File: src/rtl/stoch_pkg.sv
// Shared types and constants for the stochastic multiplier: FSM states,
// product-mode encoding, and the 31-bit PRBS generator definition.
package stoch_pkg;

  typedef enum logic [1:0] {
    ST_IDLE  = 2'd0,
    ST_RUN   = 2'd1,
    ST_DRAIN = 2'd2,
    ST_DONE  = 2'd3
  } state_t;

  localparam logic MODE_UNIPOLAR = 1'b0;
  localparam logic MODE_BIPOLAR  = 1'b1;

  // Fibonacci LFSR for x^31 + x^28 + 1, shifted left with feedback into bit 0
  localparam int LFSR_W = 31;
  localparam int TAP_HI = 30;
  localparam int TAP_LO = 27;

  localparam logic [LFSR_W-1:0] DEF_SEED_A = 31'h0000_0001;
  localparam logic [LFSR_W-1:0] DEF_SEED_B = 31'h2A5C_3F1D;

  function automatic logic [LFSR_W-1:0] lfsr_next(input logic [LFSR_W-1:0] s);
    return {s[LFSR_W-2:0], s[TAP_HI] ^ s[TAP_LO]};
  endfunction

endpackage

File: src/rtl/lfsr_sng.sv
// Stochastic number generator: LFSR, magnitude comparator against the
// operand, and the registered stream bit (pipeline stage 1).
module lfsr_sng
  import stoch_pkg::*;
#(
  parameter int                WIDTH = 4,
  parameter logic [LFSR_W-1:0] SEED  = DEF_SEED_A
) (
  input  logic             clk,
  input  logic             rst_n,
  input  logic             i_load,
  input  logic             i_en,
  input  logic [WIDTH-1:0] i_prob,
  output logic             o_sn
);

  logic [LFSR_W-1:0] r_lfsr;
  logic              r_sn;
  logic [WIDTH-1:0]  w_top;
  logic              w_sn;

  assign w_top = r_lfsr[LFSR_W-1 -: WIDTH];
  assign w_sn  = (w_top < i_prob);

  // Reload takes priority so each conversion replays the same sequence
  always_ff @(posedge clk or negedge rst_n) begin
    if (!rst_n) begin
      r_lfsr <= SEED;
      r_sn   <= 1'b0;
    end else if (i_load) begin
      r_lfsr <= SEED;
      r_sn   <= 1'b0;
    end else if (i_en) begin
      r_lfsr <= lfsr_next(r_lfsr);
      r_sn   <= w_sn;
    end
  end

  assign o_sn = r_sn;

endmodule

File: src/rtl/stochastic_mult_engine.sv
// Stochastic multiplier: two LFSR-driven bit streams combined by AND
// (unipolar) or XNOR (bipolar), with the ones counted over 2^LOG2_LEN bits.
module stochastic_mult_engine
  import stoch_pkg::*;
#(
  parameter int                WIDTH    = 4,
  parameter int                LOG2_LEN = 8,
  parameter logic [LFSR_W-1:0] SEED_A   = DEF_SEED_A,
  parameter logic [LFSR_W-1:0] SEED_B   = DEF_SEED_B
) (
  input  logic                clk,
  input  logic                rst_n,
  input  logic                start,
  input  logic                abort,
  input  logic                mode,
  input  logic [WIDTH-1:0]    prob_a,
  input  logic [WIDTH-1:0]    prob_b,
  output logic                busy,
  output logic                done,
  output logic [LOG2_LEN:0]   result
);

  state_t              r_state;
  logic [LOG2_LEN-1:0] r_run_cnt;
  logic                r_drain_cnt;
  logic [WIDTH-1:0]    r_prob_a;
  logic [WIDTH-1:0]    r_prob_b;
  logic                r_mode;
  logic                r_v1;
  logic                r_v2;
  logic                r_prod;
  logic [LOG2_LEN:0]   r_count;
  logic [LOG2_LEN:0]   r_result;

  logic                w_accept;
  logic                w_abort;
  logic                w_run;
  logic                w_sn_a;
  logic                w_sn_b;
  logic                w_prod;
  logic                w_inc;
  logic                w_finish;
  logic [LOG2_LEN:0]   w_count_next;

  assign w_accept = (r_state == ST_IDLE) && start;
  assign w_abort  = abort && ((r_state == ST_RUN) || (r_state == ST_DRAIN));
  assign w_run    = (r_state == ST_RUN);
  assign w_finish = (r_state == ST_DRAIN) && r_drain_cnt && !abort;

  always_ff @(posedge clk or negedge rst_n) begin
    if (!rst_n) begin
      r_state     <= ST_IDLE;
      r_run_cnt   <= '0;
      r_drain_cnt <= 1'b0;
    end else begin
      case (r_state)
        ST_IDLE: begin
          if (start) begin
            r_state   <= ST_RUN;
            r_run_cnt <= '0;
          end
        end
        ST_RUN: begin
          if (abort) begin
            r_state <= ST_IDLE;
          end else if (&r_run_cnt) begin
            r_state     <= ST_DRAIN;
            r_drain_cnt <= 1'b0;
          end else begin
            r_run_cnt <= r_run_cnt + LOG2_LEN'(1);
          end
        end
        ST_DRAIN: begin
          if (abort) begin
            r_state <= ST_IDLE;
          end else if (r_drain_cnt) begin
            r_state <= ST_DONE;
          end else begin
            r_drain_cnt <= 1'b1;
          end
        end
        ST_DONE: r_state <= ST_IDLE;
        default: r_state <= ST_IDLE;
      endcase
    end
  end

  // Operands are frozen at acceptance so later input changes cannot leak in
  always_ff @(posedge clk or negedge rst_n) begin
    if (!rst_n) begin
      r_prob_a <= '0;
      r_prob_b <= '0;
      r_mode   <= MODE_UNIPOLAR;
    end else if (w_accept) begin
      r_prob_a <= prob_a;
      r_prob_b <= prob_b;
      r_mode   <= mode;
    end
  end

  lfsr_sng #(.WIDTH(WIDTH), .SEED(SEED_A)) u_sng_a (
    .clk    (clk),
    .rst_n  (rst_n),
    .i_load (w_accept),
    .i_en   (w_run),
    .i_prob (r_prob_a),
    .o_sn   (w_sn_a)
  );

  lfsr_sng #(.WIDTH(WIDTH), .SEED(SEED_B)) u_sng_b (
    .clk    (clk),
    .rst_n  (rst_n),
    .i_load (w_accept),
    .i_en   (w_run),
    .i_prob (r_prob_b),
    .o_sn   (w_sn_b)
  );

  assign w_prod = (r_mode == MODE_BIPOLAR) ? ~(w_sn_a ^ w_sn_b) : (w_sn_a & w_sn_b);

  always_ff @(posedge clk or negedge rst_n) begin
    if (!rst_n) begin
      r_v1   <= 1'b0;
      r_v2   <= 1'b0;
      r_prod <= 1'b0;
    end else begin
      if (w_accept || w_abort) begin
        r_v1 <= 1'b0;
        r_v2 <= 1'b0;
      end else begin
        r_v1 <= w_run;
        r_v2 <= r_v1;
      end
      r_prod <= w_prod;
    end
  end

  assign w_inc        = r_prod & r_v2;
  assign w_count_next = r_count + (LOG2_LEN+1)'(w_inc);

  // The final product bit lands on the same edge that enters DONE, so the
  // result captures the incremented value rather than the stored count
  always_ff @(posedge clk or negedge rst_n) begin
    if (!rst_n) begin
      r_count  <= '0;
      r_result <= '0;
    end else begin
      if (w_accept) begin
        r_count <= '0;
      end else if (w_inc) begin
        r_count <= w_count_next;
      end
      if (w_finish) begin
        r_result <= w_count_next;
      end
    end
  end

  assign busy   = (r_state != ST_IDLE);
  assign done   = (r_state == ST_DONE);
  assign result = r_result;

endmodule

File: config.mk
export PLATFORM = sky130hd
export DESIGN_NAME = stochastic_mult_engine
export DESIGN_NICKNAME = d
export VERILOG_FILES = /design/src/rtl/stoch_pkg.sv /design/src/rtl/lfsr_sng.sv /design/src/rtl/stochastic_mult_engine.sv
export SDC_FILE = /design/constraint.sdc
export NUM_CORES = 1
export LEC_CHECK = 0
export ABC_CLOCK_PERIOD_IN_PS = 1900
export CORE_ASPECT_RATIO = 0.9
export CORE_MARGIN = 3
export CORE_UTILIZATION = 54
export DETAILED_ROUTE_END_ITERATION = 8
export GPL_TIMING_DRIVEN = 0
export PLACE_DENSITY_LB_ADDON = 0.05
export SLEW_MARGIN = 40
export SYNTH_ARGS = -nofsm -noshare
export SYNTH_HDL_FRONTEND = slang
export SYNTH_SLANG_ARGS = --single-unit
File: constraint.sdc
create_clock -name clk -period 1.9 [get_ports clk]
set_input_delay 0.38 -clock clk [delete_from_list [all_inputs] [get_ports clk]]
set_output_delay 0.38 -clock clk [all_outputs]
set_load 0.01 [all_outputs]
# ---- Yosys cells after proc, flatten, opt, wreduce, memory -nomap -nowiden
# Index checks and enable logic that the tools add are counted.
dict set report word_totals {
  reg_bits 105
  output_inout_bits 11
  word_cells 79
}
dict set report op_classes {
  n_addsub 2
  magnitude_cmp 2
  eq_ne 10
  n_mux 27
  n_bitwise 6
  reduce_logical 17
}
# op n
set ops {}
lappend ops {{$mux W31} 4}
lappend ops {{$mux W8} 3}
lappend ops {{$mux W9} 2}
lappend ops {{$pmux W8 S2} 1}
lappend ops {{$mux W1} 10}
lappend ops {{$mux W2} 5}
lappend ops {{$ne A2 B2 Y1 const B} 5}
lappend ops {{$reduce_bool A2 Y1} 5}
lappend ops {{$add A9 B1 Y9} 1}
lappend ops {{$add A8 B1 Y8 const B} 1}
lappend ops {{$lt A4 B4 Y1} 2}
lappend ops {{$pmux W2 S4} 1}
lappend ops {{$reduce_and A4 Y1} 2}
lappend ops {{$reduce_and A8 Y1} 1}
lappend ops {{$ne A3 B3 Y1 const B} 2}
lappend ops {{$eq A2 B2 Y1 const B} 2}
lappend ops {{$logic_and A1 B1 Y1} 4}
lappend ops {{$reduce_and A3 Y1} 1}
lappend ops {{$xor A1 B1 Y1} 3}
lappend ops {{$and A1 B1 Y1} 2}
lappend ops {{$eq A2 B1 Y1 const B} 1}
lappend ops {{$logic_not A2 Y1} 1}
lappend ops {{$logic_or A1 B1 Y1} 2}
lappend ops {{$pmux W1 S2} 1}
lappend ops {{2 further kinds} 2}

# ---- Logic depth before layout (Yosys ltp)
dict set report depth {
  depth_word 5
  mapped_depth 9
  depth_no_buf 8
}

# ---- Modules after synthesis
# Synthesis repeated with hierarchy kept, for this count alone.
dict set report hier_totals {
  hier_cells 457
  area_unflattened_um2 4959.8
}
# mod n_inst cells_per_inst area_each_um2 seq_area_each_um2
set modules_own_cells {}
lappend modules_own_cells {stochastic_mult_engine 1 220 2074.5 1026.0}
lappend modules_own_cells {{lfsr_sng (u_sng_b)} 1 118 1463.9 822.0}
lappend modules_own_cells {{lfsr_sng (u_sng_a)} 1 119 1421.4 802.0}

# ---- Least setup slack after synthesis
# Ideal clock, no wire load.
dict set report synth_path {
  kind {register to register}
  from {register r_state[1]}
  to {register r_run_cnt[7]}
  setup_time_ps 82
  arrival_time_ps 1802
  setup_slack_ps 16
  path_stages_with_launch 8
  path_buffers 1
  period_less_slack_ps 1884
  path_cell_list {dfrtp_1 -> inv_1 -> ha_1 -> clkbuf_1 -> nand2b_1 -> a211o_4 -> o41a_1 -> a31oi_1}
}
dict set report synth_via {
  elab_chain_cells 3
  word_cells_on_any_way 8
  classes_between {4 x eq/ne; 1 x mux; 3 x reduce/logical}
}
# item line_no
set synth_rtl {}
lappend synth_rtl {{from (decl)} stochastic_mult_engine.sv:23} ;# state_t r_state;
lappend synth_rtl {{from (signal assigned)} stochastic_mult_engine.sv:52} ;# r_state <= ST_IDLE;
lappend synth_rtl {{from (signal assigned)} stochastic_mult_engine.sv:59} ;# r_state <= ST_RUN;
lappend synth_rtl {{from (signal assigned)} stochastic_mult_engine.sv:65} ;# r_state <= ST_IDLE;
lappend synth_rtl {{$eq A2 B1 Y1 / $logic_not A2 Y1 (equally long branches)} stochastic_mult_engine.sv:56} ;# case (r_state)
lappend synth_rtl {{$ne A2 B2 Y1 (no line) / $reduce_bool A2 Y1 (equally long branches)} -}
lappend synth_rtl {{$reduce_and A4 Y1 (no line)} -}
lappend synth_rtl {{to (signal assigned)} stochastic_mult_engine.sv:70} ;# r_run_cnt <= r_run_cnt + LOG2_LEN'(1);
lappend synth_rtl {{to (decl)} stochastic_mult_engine.sv:24} ;# logic [LOG2_LEN-1:0] r_run_cnt;
# Parallel ways exist; a longest one is shown, timed or not.
# A chain may end at the register's enable or synchronous reset.

# ---- Final worst setup path
dict set report layout_path {
  from {register r_run_cnt[0]}
  to {register r_run_cnt[7]}
}
dict set report layout_via {
  elab_chain_cells 4
  word_cells_on_any_way 7
  classes_between {1 x add/sub; 1 x eq/ne; 3 x mux; 2 x reduce/logical}
}
# item line_no
set layout_rtl {}
lappend layout_rtl {{$add A8 B1 Y8} stochastic_mult_engine.sv:70}
lappend layout_rtl {{$mux W8} stochastic_mult_engine.sv:66} ;# end else if (&r_run_cnt) begin
lappend layout_rtl {{$mux W8} stochastic_mult_engine.sv:64} ;# if (abort) begin
lappend layout_rtl {{$pmux W8 S2} stochastic_mult_engine.sv:56}
# Parallel ways exist; a longest one is shown, timed or not. The select of a mux whose other input is x is not followed.

==> qor.yml <==
status:
  status: "finished clean"
timing:
  max_freq_mhz: 554
  hold_violations: 0
  timing.slew.headroom_pct: 60.5
  worst_slew_pin_slew_ns: 0.592
  setup_tns_ns: 0
  rsz0062_at_grt: "no"
  slew_violations: 0
  post-route-period-util_pct: 95.0
  fin_crit_ns: 1.80
  setup_violations: 0
  clock_skew_ns: 0.00852
yosys:
  yosysSeqAreaShare_pct: 55.0
  syn_nets: 479
  yosysWarnings: 0
  syn_area_um2: 4820
  synth_largest_area_cell: "dfrtp_1"
  synth_ff_type: "dfrtp_1"
  synth_cell_types: 42
  synth_common_cells: "dfrtp_1 (87), mux2i_1 (65), nand2_1 (59), nor2_1 (57), o21ai_0 (25)"
  async_flop_share_pct: 100
  synthTopCellsByArea: "dfrtp_1 (45%), mux2i_1 (14%), dfstp_2 (9.8%)"
  yosysTopAreaCellShare_pct: 45.2
  syn_avg_cell_area_um2: 10.7
  synth-edff-count: 0
  post-synth-top-count-cell: "dfrtp_1"
  netlist_instances: 451
  ys_seq_elements: 105
pwr:
  seq_power_share_pct: 43.1
  internal-power_mw: 5.13
  p_sw_mw: 2.68
  p_comb_share_pct: 36.3
  powerDensity_nw_per_um2: 1390
  ir_drop_uv: 675
  switching_share_pct: 34.3
  clkPwrFrac_pct: 20.6
  p_leak_nw: 2.62
placed_design:
  port_buffers: 22
  post_dp_cell_area_um2: 5220
  place_congestion: 0.826
  hpwl_um: 5840
drt:
  post_drt_wl_per_cell_um: 14.3
  vias: 3265
  antenna_left: 0
  first_pass_iters: 5
  initialDrtViolationCount: 111
  wl_um: 8740
  drt-vias-per-instance: 5.33
  post-route-drc-count: 0
clock_network:
  clk_latency_ns: 0.36
  clock-sinks: 105
  cts_tree: "yes"
  cts-root-buf: "clkbuf_8"
  cts_max_level: 3
  clk_pin_slew_ns: 0.09
  cts_made_buffers: 9
  cts_buffer_depth: 2
cells_and_area:
  final_area_um2: 5600
  nNetsFinal: 517
  area_growth_syn_to_layout_pct: 16.3
  drive_gt1_share_pct: 14.2
  diodes: 0
  fillers: 706
global_route:
  track_usage_pct: 18.7
  antenna_found_initial: 0
  grt_pass1_vias: 3146
  grt_pass1_wl_um: 15100
  grt_max_degree: 67
  overflow: 0
worst_setup_path:
  crit_path_top_delay_cell: "dfrtp_1"
  cp.arrival_ns: 2.08
  worstSetupEndpointType: "flip-flop"
  worstPathMaxFanout: 7
  worstPathCellList: "ha_1 -> and3_4 -> a211o_4 -> o41a_1 -> a31oi_1"
  cpLargestDelayFamily: "compound AO/OA/AOI/OAI gates"
  reg2reg_depth: 5
  cp-start-kind: "flip-flop"
  r2r_slack_ns: 0.1
  crit_cells: 5
  crit_type: "reg2reg"
  max_stage_delay_ns: 0.41
  critPathRequiredTime_ns: 2.18
  timing.rr.start: "r_run_cnt[0]"
  rr_endpoint: "r_run_cnt[7]"
  worst-path-buf-inv: 0
floorplan:
  die_w_um: 106
  start_util_pct: 56.0
  die-height_um: 95.6
  rows: 32
  core-area_um2: 8610
  design.die.area_um2: 10100
  ios: 24
worst_hold_path:
  min_to: "r_v1"
  whs_path_depth: 2
  worstHoldPathType: "in2reg"
  worstHoldStart: "abort"
job:
  cap_violations: 0
[worst reg2reg max path, stage by stage (launching register included)]
cell and delay [ns]:
dfrtp_1 0.41, ha_1 0.24, and3_4 0.21, a211o_4 0.36
o41a_1 0.37, a31oi_1 0.14
[metal layers]
layer	GRT usage, %	part of all wire, %	vias up
met2	30.3	47	66
met4	5.61	2.3	0
met5	0	0	-
met3	4.20	4.1	19
met1	25.6	47	1572
li1	-	-	1608
[stage by stage]
step                      worst slack (ns)  hold WS [ns]  util, %  cells  total power [mW]
after CTS                           0.0158         0.423     64.4    611              7.82
after floorplan                     0.0156        0.0844        -    451              5.36
after global placement               -3.46         0.460     60.3    592              6.00
after global routing               0.00144         0.454     65.1    613              8.43
after detailed placement            -0.393         0.278     60.6    593              6.09
final                               0.0952         0.439     65.1    613              7.81
[how the worst max path moves through the flow]
stage                      start            endpoint
finish              r_run_cnt[0]        r_run_cnt[7]
detailed placement    r_state[1]        r_run_cnt[5]
CTS                         r_v2           result[8]
floorplan             r_state[1]        r_run_cnt[7]
global placement           rst_n  u_sng_a.r_lfsr[18]
global route          r_state[0]   u_sng_b.r_lfsr[6]
[cell type report]
class,count,area [um^2],share of cell area (%)
tap,119,149,2.66
buffer,23,116,2.08
multi-input combinational,304,2090,37.4
clock buffer,11,131,2.35
timing repair buffer,28,290,5.18
sequential,105,2650,47.3
inverter,18,67.6,1.21
clock inverter,5,104,1.85
[repair_timing]
item | CTS | global route
setup buffers | 2 | 2
cloned | 0 | 0
resized for setup | 16 | 19
hold buffers | 1 | 0
endpoints found under the setup margin | 90 | 33
endpoints found under the hold margin | 38 | 0
[power by group through the flow]
stage          clock (mW)  combinational, mW  sequential, mW
2_1_floorplan           0               2.05            3.31
3_3_place_gp            0               2.60            3.39
3_5_place_dp            0               2.67            3.42
4_1_cts              1.66               2.79            3.37
5_1_grt              1.76               3.21            3.46
6_report             1.61               2.83            3.36
[layout by cell type, fill, tap and decap left out, drive strengths merged, types with 2 or more instances in the layout]
cell type / instances
a21boi: 2
a21oi: 7
a2bb2oi: 2
a31oi: 2
and3: 3
buf: 15
bufinv: 3
clkbuf: 25
clkdlybuf4s50: 19
dfrtp: 87
dfstp: 18
dlygate4sd2: 2
ha: 15
inv: 19
mux2: 2
mux2i: 65
nand2: 59
nand2b: 3
nand3: 10
nand4: 2
nor2: 57
nor3: 9
nor4: 2
o211ai: 5
o21ai: 25
o2bb2ai: 3
or3: 3
xnor2: 12
xor2: 2
[flip-flops by register name, summed over array words and instances (netlist names), 2 cells and up]
signal          count
r_state             2
u_sng_a.r_lfsr     31
r_prob_a            4
r_run_cnt           8
u_sng_b.r_lfsr     31
r_prob_b            4
result              9
r_count             9
[logic make-up (layout without fill, tap and decap cells)]
family | count (synthesis) | after routing | synth area share (%)
simple gates | 153 | 153 | 13.5
flops | 105 | 105 | 55.0
mux | 67 | 67 | 14.0
compound gates | 55 | 55 | 7.43
buf+inv | 42 | 85 | 3.71
fa+ha+maj | 15 | 15 | 3.90
xor+xnor | 14 | 14 | 2.54
Note: power is estimated with default switching activity, not from simulation.
